File: src/rtl/ex_mem_skid_reg.sv
// ex_mem_skid_reg: EX/MEM pipeline register with a valid/ready handshake and a
// two-entry skid buffer (MAIN drives the outputs, SKID absorbs the one beat
// that may arrive while the downstream stage stalls).
//
// Ports
//   clk_i, rst_i          clock, synchronous active-high reset
//   flush_i               drop every held beat and the beat offered this cycle
//   valid_i / ready_o     EX-side handshake (ready_o is a flop, not a path from ready_i)
//   WB_i, M_i             write-back / memory control (M bit0 = MemRead, bit1 = MemWrite)
//   RegData_i, MemData_i  ALU result / address and store data
//   RegAddr_i             destination register
//   valid_o / ready_i     MEM-side handshake
//   WB_o, M_o             control of the head beat, forced to 0 on a bubble
//   MemRead_o, MemWrite_o M_o[0], M_o[1]
//   RegData_o, MemData_o, RegAddr_o  payload of the head beat
//   count_o               occupancy 0..2
module ex_mem_skid_reg #(
  parameter int unsigned DATA_W = 32,
  parameter int unsigned ADDR_W = 5,
  parameter int unsigned WB_W   = 2,
  parameter int unsigned M_W    = 2
) (
  input  logic              clk_i,
  input  logic              rst_i,
  input  logic              flush_i,
  input  logic              valid_i,
  output logic              ready_o,
  input  logic [WB_W-1:0]   WB_i,
  input  logic [M_W-1:0]    M_i,
  input  logic [DATA_W-1:0] RegData_i,
  input  logic [DATA_W-1:0] MemData_i,
  input  logic [ADDR_W-1:0] RegAddr_i,
  output logic              valid_o,
  input  logic              ready_i,
  output logic [WB_W-1:0]   WB_o,
  output logic [M_W-1:0]    M_o,
  output logic              MemRead_o,
  output logic              MemWrite_o,
  output logic [DATA_W-1:0] RegData_o,
  output logic [DATA_W-1:0] MemData_o,
  output logic [ADDR_W-1:0] RegAddr_o,
  output logic [1:0]        count_o
);

  // Encoding equals the occupancy so count_o is the state register itself.
  typedef enum logic [1:0] {
    ST_EMPTY = 2'd0,
    ST_FULL  = 2'd1,
    ST_SKID  = 2'd2
  } state_t;

  state_t state_q;
  state_t state_nxt;

  // MAIN entry: control fields are kept at 0 whenever the slot is empty, so
  // the control outputs need no gating logic after the flops.
  logic [WB_W-1:0]   main_wb_q;
  logic [M_W-1:0]    main_m_q;
  logic [DATA_W-1:0] main_reg_q;
  logic [DATA_W-1:0] main_mem_q;
  logic [ADDR_W-1:0] main_addr_q;

  // SKID entry
  logic [WB_W-1:0]   skid_wb_q;
  logic [M_W-1:0]    skid_m_q;
  logic [DATA_W-1:0] skid_reg_q;
  logic [DATA_W-1:0] skid_mem_q;
  logic [ADDR_W-1:0] skid_addr_q;

  logic in_fire;
  logic out_fire;
  logic load_main_in;
  logic load_main_skid;
  logic load_skid;
  logic clear_main;

  assign in_fire  = valid_i & ready_o;
  assign out_fire = valid_o & ready_i;

  // Next state and entry-load decisions for the handshake path.
  always_comb begin
    state_nxt      = state_q;
    load_main_in   = 1'b0;
    load_main_skid = 1'b0;
    load_skid      = 1'b0;
    clear_main     = 1'b0;
    case (state_q)
      ST_EMPTY: begin
        if (in_fire) begin
          load_main_in = 1'b1;
          state_nxt    = ST_FULL;
        end
      end
      ST_FULL: begin
        if (in_fire && out_fire) begin
          load_main_in = 1'b1;
        end else if (in_fire) begin
          load_skid = 1'b1;
          state_nxt = ST_SKID;
        end else if (out_fire) begin
          clear_main = 1'b1;
          state_nxt  = ST_EMPTY;
        end
      end
      ST_SKID: begin
        // ready_o is low here, so no new beat can be accepted.
        if (out_fire) begin
          load_main_skid = 1'b1;
          state_nxt      = ST_FULL;
        end
      end
      default: begin
        clear_main = 1'b1;
        state_nxt  = ST_EMPTY;
      end
    endcase
  end

  // State, handshake flags and both entries; reset beats flush beats handshake.
  always_ff @(posedge clk_i) begin
    if (rst_i) begin
      state_q     <= ST_EMPTY;
      valid_o     <= 1'b0;
      ready_o     <= 1'b1;
      main_wb_q   <= '0;
      main_m_q    <= '0;
      main_reg_q  <= '0;
      main_mem_q  <= '0;
      main_addr_q <= '0;
      skid_wb_q   <= '0;
      skid_m_q    <= '0;
      skid_reg_q  <= '0;
      skid_mem_q  <= '0;
      skid_addr_q <= '0;
    end else if (flush_i) begin
      // Payload is left as is; it is don't-care while valid_o is low.
      state_q   <= ST_EMPTY;
      valid_o   <= 1'b0;
      ready_o   <= 1'b1;
      main_wb_q <= '0;
      main_m_q  <= '0;
      skid_wb_q <= '0;
      skid_m_q  <= '0;
    end else begin
      state_q <= state_nxt;
      valid_o <= (state_nxt != ST_EMPTY);
      ready_o <= (state_nxt != ST_SKID);

      if (load_main_in) begin
        main_wb_q   <= WB_i;
        main_m_q    <= M_i;
        main_reg_q  <= RegData_i;
        main_mem_q  <= MemData_i;
        main_addr_q <= RegAddr_i;
      end else if (load_main_skid) begin
        main_wb_q   <= skid_wb_q;
        main_m_q    <= skid_m_q;
        main_reg_q  <= skid_reg_q;
        main_mem_q  <= skid_mem_q;
        main_addr_q <= skid_addr_q;
      end else if (clear_main) begin
        main_wb_q <= '0;
        main_m_q  <= '0;
      end

      if (load_skid) begin
        skid_wb_q   <= WB_i;
        skid_m_q    <= M_i;
        skid_reg_q  <= RegData_i;
        skid_mem_q  <= MemData_i;
        skid_addr_q <= RegAddr_i;
      end
    end
  end

  assign WB_o       = main_wb_q;
  assign M_o        = main_m_q;
  assign MemRead_o  = main_m_q[0];
  assign MemWrite_o = main_m_q[1];
  assign RegData_o  = main_reg_q;
  assign MemData_o  = main_mem_q;
  assign RegAddr_o  = main_addr_q;
  assign count_o    = state_q;

endmodule

File: config.mk
export PLATFORM = sky130hd
export DESIGN_NAME = ex_mem_skid_reg
export DESIGN_NICKNAME = d
export VERILOG_FILES = /design/src/rtl/ex_mem_skid_reg.sv
export SDC_FILE = /design/constraint.sdc
export NUM_CORES = 1
export LEC_CHECK = 0
export BUFFER_PORTS_ARGS = -buffer_cell sky130_fd_sc_hd__buf_4
export CORE_UTILIZATION = 55
export DETAILED_ROUTE_END_ITERATION = 10
export GPL_TIMING_DRIVEN = 0
export PLACE_DENSITY = 0.93
export SKIP_LAST_GASP = 1
export SLEW_MARGIN = 10
export SYNTH_ARGS = -nofsm -noshare
export SYNTH_HDL_FRONTEND = slang
export SYNTH_SLANG_ARGS = --single-unit
File: constraint.sdc
create_clock -name clk_i -period 3.82 [get_ports clk_i]
set_input_delay 0.382 -clock clk_i [delete_from_list [all_inputs] [get_ports clk_i]]
set_output_delay 0.382 -clock clk_i [all_outputs]
set_load 0.005 [all_outputs]
; After elaboration in Yosys (flattened, before gate mapping)
; Index checks and enable logic that the tools add are counted.
[totals]
in_bits = 78
latch_bits = 0
romBits = 0
out_inout_bits = 79
memories = 0
ramBits = 0
regBits = 150
word_cells = 55
[op_classes]
shift = 0
multipliers = 0
div = 0
muxes = 27
addsub = 0
reduce_logical = 9
bitwise_logic = 3
order_cmp = 0
n_eq_ne = 3
[ops]
columns = cell, count
row1 = 32-bit two-way mux, 4
row2 = 2-bit two-way mux, 10
row3 = 5-bit two-way mux, 2
row4 = 1-bit two-way mux, 8
row5 = 2-bit case mux with 3 select lines, 1
row6 = 1-bit case mux with 2 select lines, 2
row7 = 2-bit AND reduction, 2
row8 = 2-bit nonzero test, 2
row9 = 2-bit OR reduction, 2
row10 = 3-bit nonzero test, 1
row11 = 1-bit AND, 2
row12 = 2-bit by 1-bit == test with 1-bit output (second input constant), 1
row13 = 2-bit == test (second input constant), 1
row14 = 2-bit zero test, 1
row15 = 2-bit inequality test (second input constant), 1
row16 = 1-bit logical AND, 1
row17 = 1-bit inverter, 1

; Longest topological paths before layout
[depth]
ltp_word = 8
depth_mapped = 8
depth_no_buf = 4

; Worst setup path before layout
; No wires, ideal clock.
[synth_path]
kind = reg2reg
startpoint = register state_q[0], in the netlist count_o[0]
endpoint = register skid_reg_q[21]
required_time_ns = 3.688
path_stages_with_launch = 9
t_arrival_ns = 1.605
slack_ns = 2.083
cell_sequence = dfxtp_1 -> clkbuf_2 -> a21bo_2 -> or3_1 -> clkbuf_1 -> buf_2 -> buf_2 -> nand2_1 -> a21oi_1
[synth_via]
elab_chain_cells = 3
[synth_lines]
columns = element, line
row1 = "start, declared", 52  ; state_t state_q;
row2 = "start signal, assigned", 145  ; state_q <= state_nxt;
row3 = 2-bit by 1-bit == test with 1-bit output, 87  ; case (state_q)
row4 = 1-bit two-way mux, 87
row5 = 2-bit AND reduction (no source line), n/a
row6 = "end signal, assigned", 169  ; skid_reg_q <= RegData_i;
row7 = "end, declared", 66  ; logic [DATA_W-1:0] skid_reg_q;
; Every way passes these cells.
; A chain may end at the register's enable or synchronous reset.

; Worst setup path in the final report
[layout_path]
startpoint = register state_q[0], in the netlist count_o[0]
endpoint = register skid_reg_q[23]
; Same word-level chain as after synthesis.

==> impl_table.tex <==
\begin{tabular}{lr}
\hline
Metric & Value \\
\hline
\multicolumn{2}{l}{\textbf{Outcome}} \\
\quad Status & finished clean \\
\multicolumn{2}{l}{\textbf{Place}} \\
\quad Port Buf Inserts & 155 \\
\quad Post-placement setup slack & 1.632 ns \\
\quad Half-perimeter wire length of the detailed placement result & 11210 µm \\
\quad Routability cong. & 0.7952 \\
\multicolumn{2}{l}{\textbf{Clocking}} \\
\quad Clock latency on the worst-skew pair & 0.52 ns \\
\quad CTS clk-pin slew, worst paths & 0.07 ns \\
\quad H-tree depth & 4 \\
\quad Post-CTS Resized & 0 \\
\quad Count of buffers added by post-CTS timing repair for setup & 0 \\
\quad \# hold bufs at CTS & 0 \\
\quad Num CTS Buffers & 17 \\
\quad TritonCTS clock tree & done \\
\quad Maximum clock path buffer count & 2 \\
\quad Clock net sink count & 150 \\
\quad Clock root buffer & sky130\_fd\_sc\_hd\_\_clkbuf\_8 \\
\multicolumn{2}{l}{\textbf{Timing}} \\
\quad Unrepaired setup endpoints after global routing & false \\
\quad Least-Margin Pin Slew & 0.6945 ns \\
\quad Minimum clock period & 2.253 ns \\
\quad Final hold vios & 0 \\
\quad Clock tree skew after final layout & 0.01729 ns \\
\quad Final setup violating endpoints & 0 \\
\quad Maximum achievable frequency & 443.8 MHz \\
\quad Final count of pins violating max slew & 0 \\
\quad TNS Setup & 0 ns \\
\quad Relative slew slack & 53.45\% \\
\quad Ratio of final minimum period to clock period & 58.99\% \\
\quad Post-layout worst setup margin & 1.567 ns \\
\multicolumn{2}{l}{\textbf{Critical path}} \\
\quad CP Data Arrival Time & 2.69 ns \\
\quad Peak fanout along the critical path & 10 \\
\quad Kind of end point of the critical path & register \\
\quad Worst EP required & 4.26 ns \\
\quad Startpoint-to-endpoint class of the critical path & reg2reg \\
\quad Crit path launch type & register \\
\multicolumn{2}{l}{\textbf{Synthesis}} \\
\quad Synthesized instance count & 683 \\
\quad YS warnings & 0 \\
\quad Avg Synthesized Cell Area & 8.995 µm² \\
\quad Sequential area share after synthesis & 48.88\% \\
\quad Post-synthesis instance area & 6143 µm² \\
\quad Count of state elements after synthesis & 150 \\
\quad Number of unique standard cell types used by synthesis & 31 \\
\quad Number of nets produced by synthesis & 761 \\
\multicolumn{2}{l}{\textbf{Routing}} \\
\quad Number of iterations in the first detailed-routing pass & 6 \\
\quad Iteration-0 DRC Markers & 435 \\
\quad DRT antenna net count & 0 \\
\quad Total routed wirelength & 16310 µm \\
\quad Drt via density & 5.738 \\
\quad Post-route DRC violation count & 0 \\
\quad Total vias in the final route & 5795 \\
\quad Routed WL per cell & 16.15 µm \\
\multicolumn{2}{l}{\textbf{Cells and area}} \\
\quad Leading cell type in the layout, fill and taps excluded & sky130\_fd\_sc\_hd\_\_buf\_4 \\
\quad Area growth, synth to finish & 30.79\% \\
\quad Commonest cells after routing, fill and taps aside & 165 x sky130\_fd\_sc\_hd\_\_buf\_4, 150 x sky130\_fd\_sc\_hd\_\_dfxtp\_1, 147 x sky130\_fd\_sc\_hd\_\_nand2\_1, 77 x sky130\_fd\_sc\_hd\_\_a21oi\_1, 72 x sky130\_fd\_sc\_hd\_\_nor2\_1 \\
\quad Storage cell area & 3003 µm² \\
\quad Diodes inserted & 0 \\
\quad Number of inserted filler cells in the final layout & 759 \\
\quad Multi-input combinational cell area & 2813 µm² \\
\quad Share of post-route cells with drive strength above 1 & 26.44\% \\
\quad \# nets final & 935 \\
\multicolumn{2}{l}{\textbf{Pwr}} \\
\quad Static leakage & 3.193 nW \\
\quad Worst vdd rail ir drop & 311.8 µV \\
\quad Pwr Density & 462.6 nW/µm² \\
\multicolumn{2}{l}{\textbf{Die}} \\
\quad Standard-cell row count & 38 \\
\quad Core footprint & 10840 µm² \\
\quad Top-Level Pins & 157 \\
\quad Die footprint & 11600 µm² \\
\quad Starting density of the core & 56.67\% \\
\quad Die extent in x & 107.7 µm \\
\quad Die boundary height & 107.7 µm \\
\multicolumn{2}{l}{\textbf{Flow run}} \\
\quad Maxcap violations & 0 \\
\multicolumn{2}{l}{\textbf{Global route}} \\
\quad Number of antenna violations at the first check in global routing & 0 \\
\quad Global-route usage over all layers & 28.30\% \\
\quad Largest net degree at the start of global routing & 17 \\
\quad Most utilized layer in the global route result & met2 \\
\quad Met3 routing resource usage after global routing & 4.964\% \\
\quad Met2 layer usage reported by global route & 45.28\% \\
\quad GR Layer Usage met1 & 36.86\% \\
\quad Overflow after GRT & 0 \\
\quad Wire length of the first global-routing pass & 25590 µm \\
\quad Vias in the first global route & 5301 \\
\multicolumn{2}{l}{\textbf{Worst hold path}} \\
\quad Worst min path class & in2reg \\
\hline
\end{tabular}
[worst max-delay path, stage by stage (launching register included)]
cell and delay, ns:
sky130_fd_sc_hd__dfxtp_1 0.34, sky130_fd_sc_hd__clkbuf_2 0.20, sky130_fd_sc_hd__a21bo_2 0.27, sky130_fd_sc_hd__nor3_2 0.53
sky130_fd_sc_hd__buf_2 0.34, sky130_fd_sc_hd__buf_2 0.27, sky130_fd_sc_hd__nand2_1 0.08, sky130_fd_sc_hd__a21oi_1 0.14
[metrics by stage]
stage | instance area [µm²] | cells | power, mW | utilization, % | hold slack (ns)
final | 8035 | 1010 | 3.717 | 74.12 | 0.1186
after global routing | 8035 | 1010 | 3.846 | 74.12 | 0.1092
after CTS | 8035 | 1010 | 3.719 | 74.12 | 0.1060
after detailed placement | 7482 | 978 | 2.177 | 69.02 | 0.4456
after global placement | 7482 | 978 | 2.166 | 69.02 | 0.4408
after floorplan | 6143 | 683 | 1.947 | - | 0.4357
[area by class of cell]
type,count,share of cell area [%]
multi-input cells,465,35.00
repair buffers,155,14.48
flip-flops and latches,150,37.37
plain buffers,66,3.986
clock inverters,12,1.464
clock buffers,20,5.419
well taps,140,2.180
inverters,2,0.09343
[power by group]
| group | total (mW) | leakage [nW] | internal (mW) | switching, mW |
|---|---|---|---|---|
| clock network | 1.57 | 0.259 | 0.892 | 0.678 |
| registers | 1.67 | 1.22 | 1.63 | 0.0414 |
| logic | 0.473 | 1.71 | 0.239 | 0.233 |
| total | 3.72 | 3.19 | 2.76 | 0.952 |
[kinds of logic after synthesis]
family | synth area share (%)
compound gates | 19.23
buf+inv | 5.336
flops | 48.88
mux | 11.41
simple gates | 15.15
[state kept, by name, summed over array words and instances, names as in the netlist]
register and flops:
M_o 2, MemData_o 32, RegAddr_o 5, RegData_o 32, WB_o 2, count_o 2
ready_o 1, skid_addr_q 5, skid_m_q 2, skid_mem_q 32, skid_reg_q 32, skid_wb_q 2
valid_o 1
[path summary, 6_finish.rpt]
kind / slack [ns] / startpoint / to / cells past startpoint
setup / recovery: 1.57 / count_o[0] / skid_reg_q[23] / 7
hold / removal: 0.12 / MemData_i[17] / skid_mem_q[17] / 3
setup reg to reg: 1.57 / count_o[0] / skid_reg_q[23] / 7
hold reg to reg: 0.45 / skid_reg_q[10] / skid_reg_q[10] / 2
[Yosys cell counts (all sizes together)]
cell	number	area, µm²
nor3	2	20.02
nand3	4	20.02
and4b	1	10.01
mux2i	70	700.7
and3b	1	8.760
or3	3	18.77
and2	1	6.260
a21boi	1	11.26
nor2	73	281.5
nand3b	1	7.510
a21oi	78	394.1
a22oi	4	30.03
a211o	1	8.760
nand2	147	551.8
or2	1	6.260
dfxtp	150	3003
buf	27	172.7
inv	2	7.510
o2bb2ai	4	35.03
clkbuf	39	147.6
a221oi	69	666.9
o22a	1	8.760
a221o	1	10.01
a21bo	1	10.01
a31oi	1	6.260
[layer usage]
metal,wire length (µm),share of wire (%),vias up
met5,0,0,-
li1,-,-,2758
met4,487,3.0,0
met3,1054,6.5,41
met2,7887,48,267
met1,6884,42,2729
No activity file was read; power rests on OpenSTA's default activity.
